[config.mk]
export PLATFORM = sky130hd
export DESIGN_NAME = encoder_sync_ctrl
export DESIGN_NICKNAME = d
export VERILOG_FILES = /design/src/rtl/encoder_pkg.sv /design/src/rtl/enc_event_decimator.sv /design/src/rtl/encoder_sync_ctrl.sv
export SDC_FILE = /design/constraint.sdc
export NUM_CORES = 1
export LEC_CHECK = 0
export CORE_ASPECT_RATIO = 1.1
export CORE_UTILIZATION = 47
export CTS_BUF_LIST = sky130_fd_sc_hd__clkbuf_8
export DETAILED_ROUTE_END_ITERATION = 8
export GPL_TIMING_DRIVEN = 0
export PLACE_DENSITY = 0.79
export SLEW_MARGIN = 30
export SYNTH_ARGS = -nofsm -noshare
export SYNTH_HDL_FRONTEND = slang
export SYNTH_SLANG_ARGS = --single-unit
[constraint.sdc]
create_clock -name clk -period 2.2 [get_ports clk]
set_input_delay 0.44 -clock clk [delete_from_list [all_inputs] [get_ports clk]]
set_output_delay 0.44 -clock clk [all_outputs]
set_load 0.05 [all_outputs]
[src/rtl/encoder_pkg.sv]
// Shared types and defaults for the encoder sampling scheduler.
// Holds the scheduler state encoding, event_sel codes and default widths.
package encoder_pkg;

   localparam int unsigned N_CH_DEF  = 4;
   localparam int unsigned DIV_W_DEF = 8;
   localparam int unsigned TO_W_DEF  = 8;

   localparam logic [1:0] EV_NONE = 2'b00;
   localparam logic [1:0] EV_HIGH = 2'b01;
   localparam logic [1:0] EV_LOW  = 2'b10;
   localparam logic [1:0] EV_BOTH = 2'b11;

   typedef enum logic [1:0] {
      ST_IDLE = 2'b00,
      ST_TRIG = 2'b01,
      ST_WAIT = 2'b10,
      ST_DONE = 2'b11
   } state_e;

endpackage

[src/rtl/enc_event_decimator.sv]
// Qualifies carrier events against event_sel and decimates them by div_ratio.
// carrier_fire is combinational on the qualifying event so the scheduler can start next edge.
module enc_event_decimator
   import encoder_pkg::*;
#(
   parameter int unsigned DIV_W = DIV_W_DEF
) (
   input  logic             clk,
   input  logic             rst_n,
   input  logic [1:0]       event_sel,
   input  logic             carrier_high,
   input  logic             carrier_low,
   input  logic [DIV_W-1:0] div_ratio,
   output logic             carrier_fire
);

   logic [DIV_W-1:0] cnt_q, cnt_d;
   logic [DIV_W-1:0] last_cnt;
   logic             qual_ev;

   always_comb begin
      // Coincident high and low events count as a single event.
      qual_ev  = (carrier_high && ((event_sel & EV_HIGH) != EV_NONE)) ||
                 (carrier_low  && ((event_sel & EV_LOW)  != EV_NONE));
      last_cnt = (div_ratio == '0) ? '0 : div_ratio - 1'b1;
      cnt_d        = cnt_q;
      carrier_fire = 1'b0;
      if (qual_ev) begin
         // >= keeps the counter bounded if div_ratio shrinks mid-count.
         if (cnt_q >= last_cnt) begin
            carrier_fire = 1'b1;
            cnt_d        = '0;
         end else begin
            cnt_d = cnt_q + 1'b1;
         end
      end
   end

   always_ff @(posedge clk or negedge rst_n) begin
      if (!rst_n) cnt_q <= '0;
      else        cnt_q <= cnt_d;
   end

endmodule

[src/rtl/encoder_sync_ctrl.sv]
// Schedules coherent multi-channel encoder snapshots: trigger, await done handshakes, strobe.
// Optional WAIT timeout is built when ENC_SYNC_TIMEOUT_EN is defined.
module encoder_sync_ctrl
   import encoder_pkg::*;
#(
   parameter int unsigned N_CH  = N_CH_DEF,
   parameter int unsigned DIV_W = DIV_W_DEF,
   parameter int unsigned TO_W  = TO_W_DEF
) (
   input  logic             clk,
   input  logic             rst_n,
   input  logic [N_CH-1:0]  ch_en,
   input  logic [1:0]       event_sel,
   input  logic             carrier_high,
   input  logic             carrier_low,
   input  logic [DIV_W-1:0] div_ratio,
   input  logic             sw_req,
   input  logic [TO_W-1:0]  timeout_cycles,
   input  logic             err_clr,
   output logic [N_CH-1:0]  enc_trigger,
   input  logic [N_CH-1:0]  enc_done,
   output logic             busy,
   output logic             sample_valid,
   output logic [N_CH-1:0]  sample_mask,
   output logic [31:0]      sample_count,
   output logic             overrun_err,
   output logic             timeout_err
);

   state_e            state_q, state_d;
   logic [N_CH-1:0]   mask_q, mask_d;
   logic [N_CH-1:0]   ack_q, ack_d;
   logic [N_CH-1:0]   seen_low_q, seen_low_d;
   logic              sw_pend_q, sw_pend_d;
   logic [N_CH-1:0]   sample_mask_q, sample_mask_d;
   logic [31:0]       sample_count_q, sample_count_d;
   logic              overrun_q, overrun_d;
   logic              timeout_q, timeout_d;
   logic              timeout_set;
   logic              carrier_fire;
   logic              go_done;

   enc_event_decimator #(.DIV_W(DIV_W)) u_decim (
      .clk          (clk),
      .rst_n        (rst_n),
      .event_sel    (event_sel),
      .carrier_high (carrier_high),
      .carrier_low  (carrier_low),
      .div_ratio    (div_ratio),
      .carrier_fire (carrier_fire)
   );

`ifdef ENC_SYNC_TIMEOUT_EN
   logic [TO_W-1:0] to_cnt_q, to_cnt_d;
   logic            to_hit;
   assign to_hit = (timeout_cycles != '0) &&
                   (({1'b0, to_cnt_q} + 1'b1) >= {1'b0, timeout_cycles});
`else
   logic timeout_cycles_unused;
   assign timeout_cycles_unused = ^timeout_cycles;
`endif

   always_comb begin
      state_d        = state_q;
      mask_d         = mask_q;
      ack_d          = ack_q;
      seen_low_d     = seen_low_q;
      sw_pend_d      = sw_pend_q;
      sample_mask_d  = sample_mask_q;
      sample_count_d = sample_count_q;
      timeout_set    = 1'b0;
      go_done        = 1'b0;
`ifdef ENC_SYNC_TIMEOUT_EN
      to_cnt_d       = to_cnt_q;
`endif
      case (state_q)
         ST_IDLE: begin
            if (carrier_fire || sw_req || sw_pend_q) begin
               sw_pend_d = 1'b0;
               if (ch_en != '0) begin
                  mask_d  = ch_en;
                  state_d = ST_TRIG;
               end
            end
         end
         ST_TRIG: begin
            ack_d      = '0;
            seen_low_d = '0;
            state_d    = ST_WAIT;
`ifdef ENC_SYNC_TIMEOUT_EN
            to_cnt_d   = '0;
`endif
         end
         ST_WAIT: begin
            // Ack needs a low-then-high done so a stale idle-high level is never taken as done.
            seen_low_d = seen_low_q | (mask_q & ~enc_done);
            ack_d      = ack_q | (mask_q & enc_done & seen_low_q);
            if ((ack_d & mask_q) == mask_q) begin
               go_done = 1'b1;
            end
`ifdef ENC_SYNC_TIMEOUT_EN
            else if (to_hit) begin
               go_done     = 1'b1;
               timeout_set = 1'b1;
            end else begin
               to_cnt_d = to_cnt_q + 1'b1;
            end
`endif
            if (go_done) begin
               state_d        = ST_DONE;
               sample_mask_d  = ack_d;
               sample_count_d = sample_count_q + 32'd1;
            end
         end
         default: state_d = ST_IDLE;
      endcase

      if (state_q != ST_IDLE && sw_req) sw_pend_d = 1'b1;
      overrun_d = (state_q != ST_IDLE && carrier_fire) || (overrun_q && !err_clr);
      timeout_d = timeout_set || (timeout_q && !err_clr);
   end

   always_ff @(posedge clk or negedge rst_n) begin
      if (!rst_n) begin
         state_q        <= ST_IDLE;
         mask_q         <= '0;
         ack_q          <= '0;
         seen_low_q     <= '0;
         sw_pend_q      <= 1'b0;
         sample_mask_q  <= '0;
         sample_count_q <= '0;
         overrun_q      <= 1'b0;
         timeout_q      <= 1'b0;
`ifdef ENC_SYNC_TIMEOUT_EN
         to_cnt_q       <= '0;
`endif
      end else begin
         state_q        <= state_d;
         mask_q         <= mask_d;
         ack_q          <= ack_d;
         seen_low_q     <= seen_low_d;
         sw_pend_q      <= sw_pend_d;
         sample_mask_q  <= sample_mask_d;
         sample_count_q <= sample_count_d;
         overrun_q      <= overrun_d;
         timeout_q      <= timeout_d;
`ifdef ENC_SYNC_TIMEOUT_EN
         to_cnt_q       <= to_cnt_d;
`endif
      end
   end

   assign enc_trigger  = (state_q == ST_TRIG) ? mask_q : '0;
   assign busy         = (state_q != ST_IDLE);
   assign sample_valid = (state_q == ST_DONE);
   assign sample_mask  = sample_mask_q;
   assign sample_count = sample_count_q;
   assign overrun_err  = overrun_q;
   assign timeout_err  = timeout_q;

endmodule

## Yosys cells after proc, flatten, opt, wreduce, memory -nomap -nowiden

Index checks and enable logic that the tools add are counted.

- Bits in registers: 61
- Bits of input ports: 32
- Logic and storage cells: 66

- $add $sub $neg: 3
- Magnitude comparators: 1
- Eq/ne operators: 7
- Multiplexer cells: 16
- Bitwise logic cells: 7
- Reductions and logical operators: 22

Operators by type and width:

| kind | number |
|---|---|
| $add A32 B1 Y32 const B | 1 |
| $and A4 B4 Y4 | 4 |
| $mux W8 | 2 |
| $pmux W4 S2 | 2 |
| $add A8 B1 Y8 const B | 1 |
| $ge A8 B8 Y1 | 1 |
| $logic_not A8 Y1 | 1 |
| $or A4 B4 Y4 | 2 |
| $reduce_bool A2 Y1 | 4 |
| $sub A8 B1 Y8 const B | 1 |
| $mux W1 | 7 |
| $logic_and A1 B1 Y1 | 6 |
| $mux W2 | 3 |
| $ne A2 B2 Y1 const B | 3 |
| $pmux W2 S3 | 1 |
| $reduce_and A3 Y1 | 2 |
| $eq A2 B2 Y1 const B | 2 |
| $eq A4 B4 Y1 | 1 |
| $logic_or A1 B1 Y1 | 4 |
| $mux W4 | 1 |
| $not A4 Y4 | 1 |
| $reduce_and A2 Y1 | 2 |
| $reduce_bool A4 Y1 | 1 |
| $eq A2 B1 Y1 const B | 1 |
| 2 further kinds | 2 |

## Depth between registers and ports, before layout

- Depth in word-level cells: 10
- Mapped depth: 12
- Depth with buffers taken out: 12

## Modules after synthesis

Synthesis repeated with hierarchy kept, for this count alone.

- Cell total of the unflattened synthesis: 333
- Area total of the unflattened synthesis: 3288.2 µm²

Modules (own cells, without submodules):

| module | instances | cells each | area an instance (µm²) |
|---|---|---|---|
| encoder_sync_ctrl | 1 | 244 | 2497.4 |
| enc_event_decimator | 1 | 89 | 790.8 |

## Worst setup path before layout

OpenSTA, ideal clock, no wires.

- Path type: input -> register
- From: in div_ratio[0]
- To: reg mask_q[0]
- Arrival time: 2.965 ns
- Slack: -0.890 ns
- Cell stages on the path: 12
- Buffers on the path: 0
- Cells stage by stage: inv_1 > ha_1 > nor2b_1 > nand3b_1 > or3_1 > and2_1 > ha_1 > a31oi_1 > nor2b_1 > nor4b_1 > nor4_1 > mux2_2

- Cells in the longest elaborated chain, start to end: 8
- Elaborated cells between the ends (all ways): 9
- Classes of those cells: 1 x add/sub; 1 x order compare; 3 x mux; 4 x reduce/logical

RTL lines:

| what | line | RTL |
|---|---|---|
| start, declared | encoder_sync_ctrl.sv:16 | `input logic [DIV_W-1:0] div_ratio,` |
| $sub A8 B1 Y8 or $logic_not A8 Y1 (tied branches) | enc_event_decimator.sv:25 | `last_cnt = (div_ratio == '0) ? '0 : div_ratio - 1'b1;` |
| $mux W8 * | enc_event_decimator.sv:25 |  |
| $ge A8 B8 Y1 * | enc_event_decimator.sv:30 | `if (cnt_q >= last_cnt) begin` |
| $mux W1 * | enc_event_decimator.sv:30 |  |
| $mux W1 * | enc_event_decimator.sv:28 | `if (qual_ev) begin` |
| $logic_or A1 B1 Y1 * (2 in series) | encoder_sync_ctrl.sv:78 | `if (carrier_fire \|\| sw_req \|\| sw_pend_q) begin` |
| $reduce_and A3 Y1 (no source line) * | - |  |
| end signal, assigned | encoder_sync_ctrl.sv:139 | `mask_q <= mask_d;` |
| end, declared | encoder_sync_ctrl.sv:31 | `logic [N_CH-1:0] mask_q, mask_d;` |

Mark *: on every way between the ends. The rest lies on a longest branch, timed or not.
A chain may end at the register's enable or synchronous reset.

## Final worst setup path

- From: in div_ratio[1]
- To: reg mask_q[3]

The elaborated chain is that of the path after synthesis.

==> impl_summary.log <==
INFO  metric p_total = 0.004616 W
INFO  metric wl_met3 = 340 um
INFO  metric critPathBufInv = 2
INFO  metric die_w = 80.82 um
INFO  metric fp.dieArea = 0.007169 mm^2
INFO  metric timing.critical_path.arrival = 2.87 ns
INFO  metric timing.final.ws_setup = -0.4507 ns
INFO  metric core-area = 0.006594 mm^2
INFO  metric clock_sinks = 61
INFO  metric irDropWorstVdd = 0.8868 mV
INFO  metric hold_violations = 0
INFO  metric setup.worst_path.class = in2reg
INFO  metric nets = 471
INFO  metric initial_core_util = 48.71%
INFO  metric worstMarginPinSlew = 0.9828 ns
INFO  metric per_cell_routed_wire_length = 14.88 um
INFO  metric first_pass_grt_wire_length = 12430 um
INFO  metric floorplan.die.height = 88.70 um
INFO  metric gr-total-overflow = 0
INFO  metric total_iterations_of_the_first_detailed_routing_run = 4
INFO  metric fp-row-count = 31
INFO  metric tritoncts = done
INFO  metric insertedDiodeCount = 0
INFO  metric route.top_layer_used = met4
INFO  metric fin_skew = 0.007618 ns
INFO  metric final_antenna_net_count = 0
INFO  metric max_freq = 377.3 MHz
INFO  metric final_wtd_congestion = 0.8238
INFO  metric path_delay_family = simple AND/OR/NAND/NOR gates
INFO  metric rsz0062_at_grt = true
INFO  metric grt_pass1_vias = 2746
INFO  metric synth_enable_flop_cells = 0
INFO  metric leakagePower = 2.019 nW
INFO  metric grt_start_max_net_pins = 48
INFO  metric layout-drive-gt1-share = 21.45%
INFO  metric cp_max_fo = 6
INFO  metric synth.net_count = 374
INFO  metric crit_chain = buf_12 > inv_12 > ha_4 > nor2b_4 > nand3b_1 > or3_4 > and2_4 > ha_4 > a31oi_4 > nor2b_4 > nor4b_4 > nor4_4 > mux2_2
INFO  metric synthArstFlopShare = 100.0%
INFO  metric detail_route.drc_violations = 0
INFO  metric tns = -5.592 ns
INFO  metric timing.critical_path.required = 2.42 ns
INFO  metric drt-met1-wl = 3324 um
INFO  metric synth_seq_area_share = 47.53%
INFO  metric totalWireLength = 7603 um
INFO  metric syn_inst = 327
INFO  metric cts_clk_pin_slew_worst_paths = 0.06 ns
INFO  metric setup.worst_path.end_class = flip-flop
INFO  metric clk-insertion-delay-late = 0.33 ns
INFO  metric cts_buffers = 9
INFO  metric placement.io_buffers = 67
INFO  metric relative_area_change_from_synthesis_to_final_layout = 45.42%
INFO  metric synth_cell_type_count = 43
INFO  metric count_of_placed_standard_cells_in_the_final_layout_fillers_left_out = 511
INFO  metric synth_seq_cells = 61
INFO  metric drt-initial-drc-count = 172
INFO  metric syn-mean-instance-area = 9.822 um^2
INFO  metric failed_checks = negative setup slack
INFO  metric globalRouteTotalUtil = 22.65%
INFO  metric total_length_of_routed_met2_wires = 3775 um
INFO  metric slew-limit-headroom = 33.87%
INFO  metric max_cap_viol_count = 0
INFO  metric detailroute.via_count = 2814
INFO  metric avgViaCountPerCell = 5.507
INFO  metric time_the_worst_path_needs_with_i_o_delays_and_setup = 2.651 ns
INFO  metric placed_cell_area = 0.004091 mm^2
INFO  metric dominantRegCellSynth = sky130_fd_sc_hd__dfrtp_1
INFO  metric clock-root-buffer = sky130_fd_sc_hd__clkbuf_8
INFO  metric cp_slowest_cell = sky130_fd_sc_hd__or3_4
INFO  metric synthesis_warning_total = 0
INFO  metric place_inst = 477
INFO  metric outcome = finished, violations left
INFO  metric power_per_cell_area = 988.3 mW/mm^2
INFO  metric cts-htree-levels = 3
INFO  metric share_of_the_clock_period_used_by_the_worst_path = 120.5%
INFO  metric post_synth_instance_area = 0.003212 mm^2
INFO  metric final_cell_area = 0.004671 mm^2
INFO  metric timing.critical_path.slowest_cell_delay = 0.41 ns
INFO  metric nFillCells = 497
INFO  metric timing.final.max_slew_violations = 0
INFO  metric place_hpwl = 5014 um
INFO  metric floorplan.io_pins = 76
INFO  metric grt_antenna_before_repair = 0
INFO  metric hp-class = reg2reg
INFO  metric cp-start-kind = primary input
INFO  metric setup_viol = 15
INFO  metric clockBufferDepth = 2
## metrics by stage
stage,utilization [%],setup slack (ns),hold slack [ns]
after floorplan,-,-0.5799,0.1444
after global placement,61.67,-1.484,0.4568
after detailed placement,62.05,-1.518,0.3110
after CTS,68.58,-0.3967,0.4769
after global routing,70.83,-0.5519,0.4934
final,70.83,-0.4507,0.4738
## worst register-to-register path: cells and delay by family (launching register included)
family | cells | cell delay (ns)
DFF | 1 | 0.43
adders and majority gates | 1 | 0.29
muxes | 1 | 0.34
and+or+nand+nor | 3 | 0.95
## final cells by class
| type | count | area, um^2 | share of cell area, % |
|---|---|---|---|
| Timing Repair Buffer | 87 | 862.1 | 18.46 |
| Inverter | 23 | 106.4 | 2.277 |
| Tap cell | 82 | 102.6 | 2.197 |
| Clock buffer | 10 | 137.6 | 2.947 |
| Clock inverter | 6 | 53.80 | 1.152 |
| Sequential cell | 61 | 1531 | 32.79 |
| Multi-Input combinational cell | 237 | 1856 | 39.73 |
| Buffer | 5 | 21.27 | 0.4554 |
## power breakdown
part	leakage [nW]	internal [W]	switching, W
registers	0.792	0.00134	0.000256
clock network	0.107	0.000542	0.000425
logic	1.12	0.000843	0.00121
total	2.02	0.00273	0.00189
## synth_stat cells, types with 3 or more instances
library cell,instances,area (um^2)
sky130_fd_sc_hd__a31oi_1,14,87.58
sky130_fd_sc_hd__nor3_1,13,65.06
sky130_fd_sc_hd__nor4_1,4,25.02
sky130_fd_sc_hd__nand2b_1,3,18.77
sky130_fd_sc_hd__o22ai_1,4,25.02
sky130_fd_sc_hd__xor2_1,11,96.34
sky130_fd_sc_hd__nand3_1,21,105.1
sky130_fd_sc_hd__a21oi_1,5,25.02
sky130_fd_sc_hd__and4_1,3,26.28
sky130_fd_sc_hd__o21ai_0,12,60.06
sky130_fd_sc_hd__clkbuf_1,4,15.01
sky130_fd_sc_hd__inv_1,23,86.33
sky130_fd_sc_hd__and3_1,8,50.05
sky130_fd_sc_hd__xnor2_1,23,201.4
sky130_fd_sc_hd__nand3_2,3,30.03
sky130_fd_sc_hd__nor2b_1,9,56.30
sky130_fd_sc_hd__ha_1,15,187.7
sky130_fd_sc_hd__a41oi_1,3,26.28
sky130_fd_sc_hd__nand2_1,29,108.9
sky130_fd_sc_hd__nand4_1,8,50.05
sky130_fd_sc_hd__mux2_2,5,56.30
sky130_fd_sc_hd__and2_1,5,31.28
sky130_fd_sc_hd__nor2_1,19,71.32
sky130_fd_sc_hd__dfrtp_1,61,1526
## path summary, 6_finish.rpt
check | from | end | slack (ns) | depth (start not counted)
hold reg to reg | sample_count[31]$_DFFE_PN0P_ | sample_count[31]$_DFFE_PN0P_ | 0.47 | 1
setup reg to reg | u_decim.cnt_q[7]$_DFFE_PN0N_ | mask_q[2]$_DFFE_PN0P_ | 0.08 | 5
hold / removal | sample_count[31]$_DFFE_PN0P_ | sample_count[31]$_DFFE_PN0P_ | 0.47 | 1
setup / recovery | div_ratio[1] | mask_q[3]$_DFFE_PN0P_ | -0.45 | 13
max in group asynchronous | rst_n | sample_mask[3]$_DFFE_PN0P_ | 1.22 | 3
min in group asynchronous | rst_n | sample_count[7]$_DFFE_PN0P_ | 0.50 | 2
## per-layer routing
metal  up-vias  GRT usage (%)
li1       1356              -
met1      1346          28.72
met2        96          37.51
met3        16          3.918
met4         0          10.71
met5         -              0
## logic make-up (layout without fill, tap and decap cells)
family,count (synthesis),count (layout),share of synthesized area [%]
AOI/OAI and AO/OA,49,49,9.934
xor gates and xnor gates,34,34,9.271
adders and majority gates,15,15,5.843
buffers and inverters,29,131,3.467
DFF,61,61,47.53
muxes,6,6,2.065
and+or+nand+nor,133,133,21.89
## timing repair
action | in CTS | in global routing
endpoints found under the setup margin | 54 | 47
hold endpoints to repair | 14 | 0
pin swaps | 14 | 17
hold buffers | 1 | 0
gates resized for setup | 58 | 33
buffers inserted | 12 | 7
## state kept, by name, summed over array words and instances (netlist names)
register	count
ack_q	4
sample_count	32
seen_low_q	4
sw_pend_q	1
state_q	2
timeout_err	1
mask_q	4
u_decim.cnt_q	8
overrun_err	1
sample_mask	4
## placed cells by master, fill, tap and decap left out, drive strengths merged, types with 8 or more instances in the layout
| cell type | instances |
|---|---|
| and3 | 8 |
| clkbuf | 15 |
| nand2 | 29 |
| clkdlybuf4s50 | 53 |
| o21ai | 12 |
| dfrtp | 61 |
| nor2 | 19 |
| nand4 | 8 |
| ha | 15 |
| buf | 25 |
| inv | 24 |
| xnor2 | 23 |
| xor2 | 11 |
| a31oi | 14 |
| nand3 | 24 |
| nor3 | 13 |
| nor2b | 9 |
(Power assumes the default switching activity.)
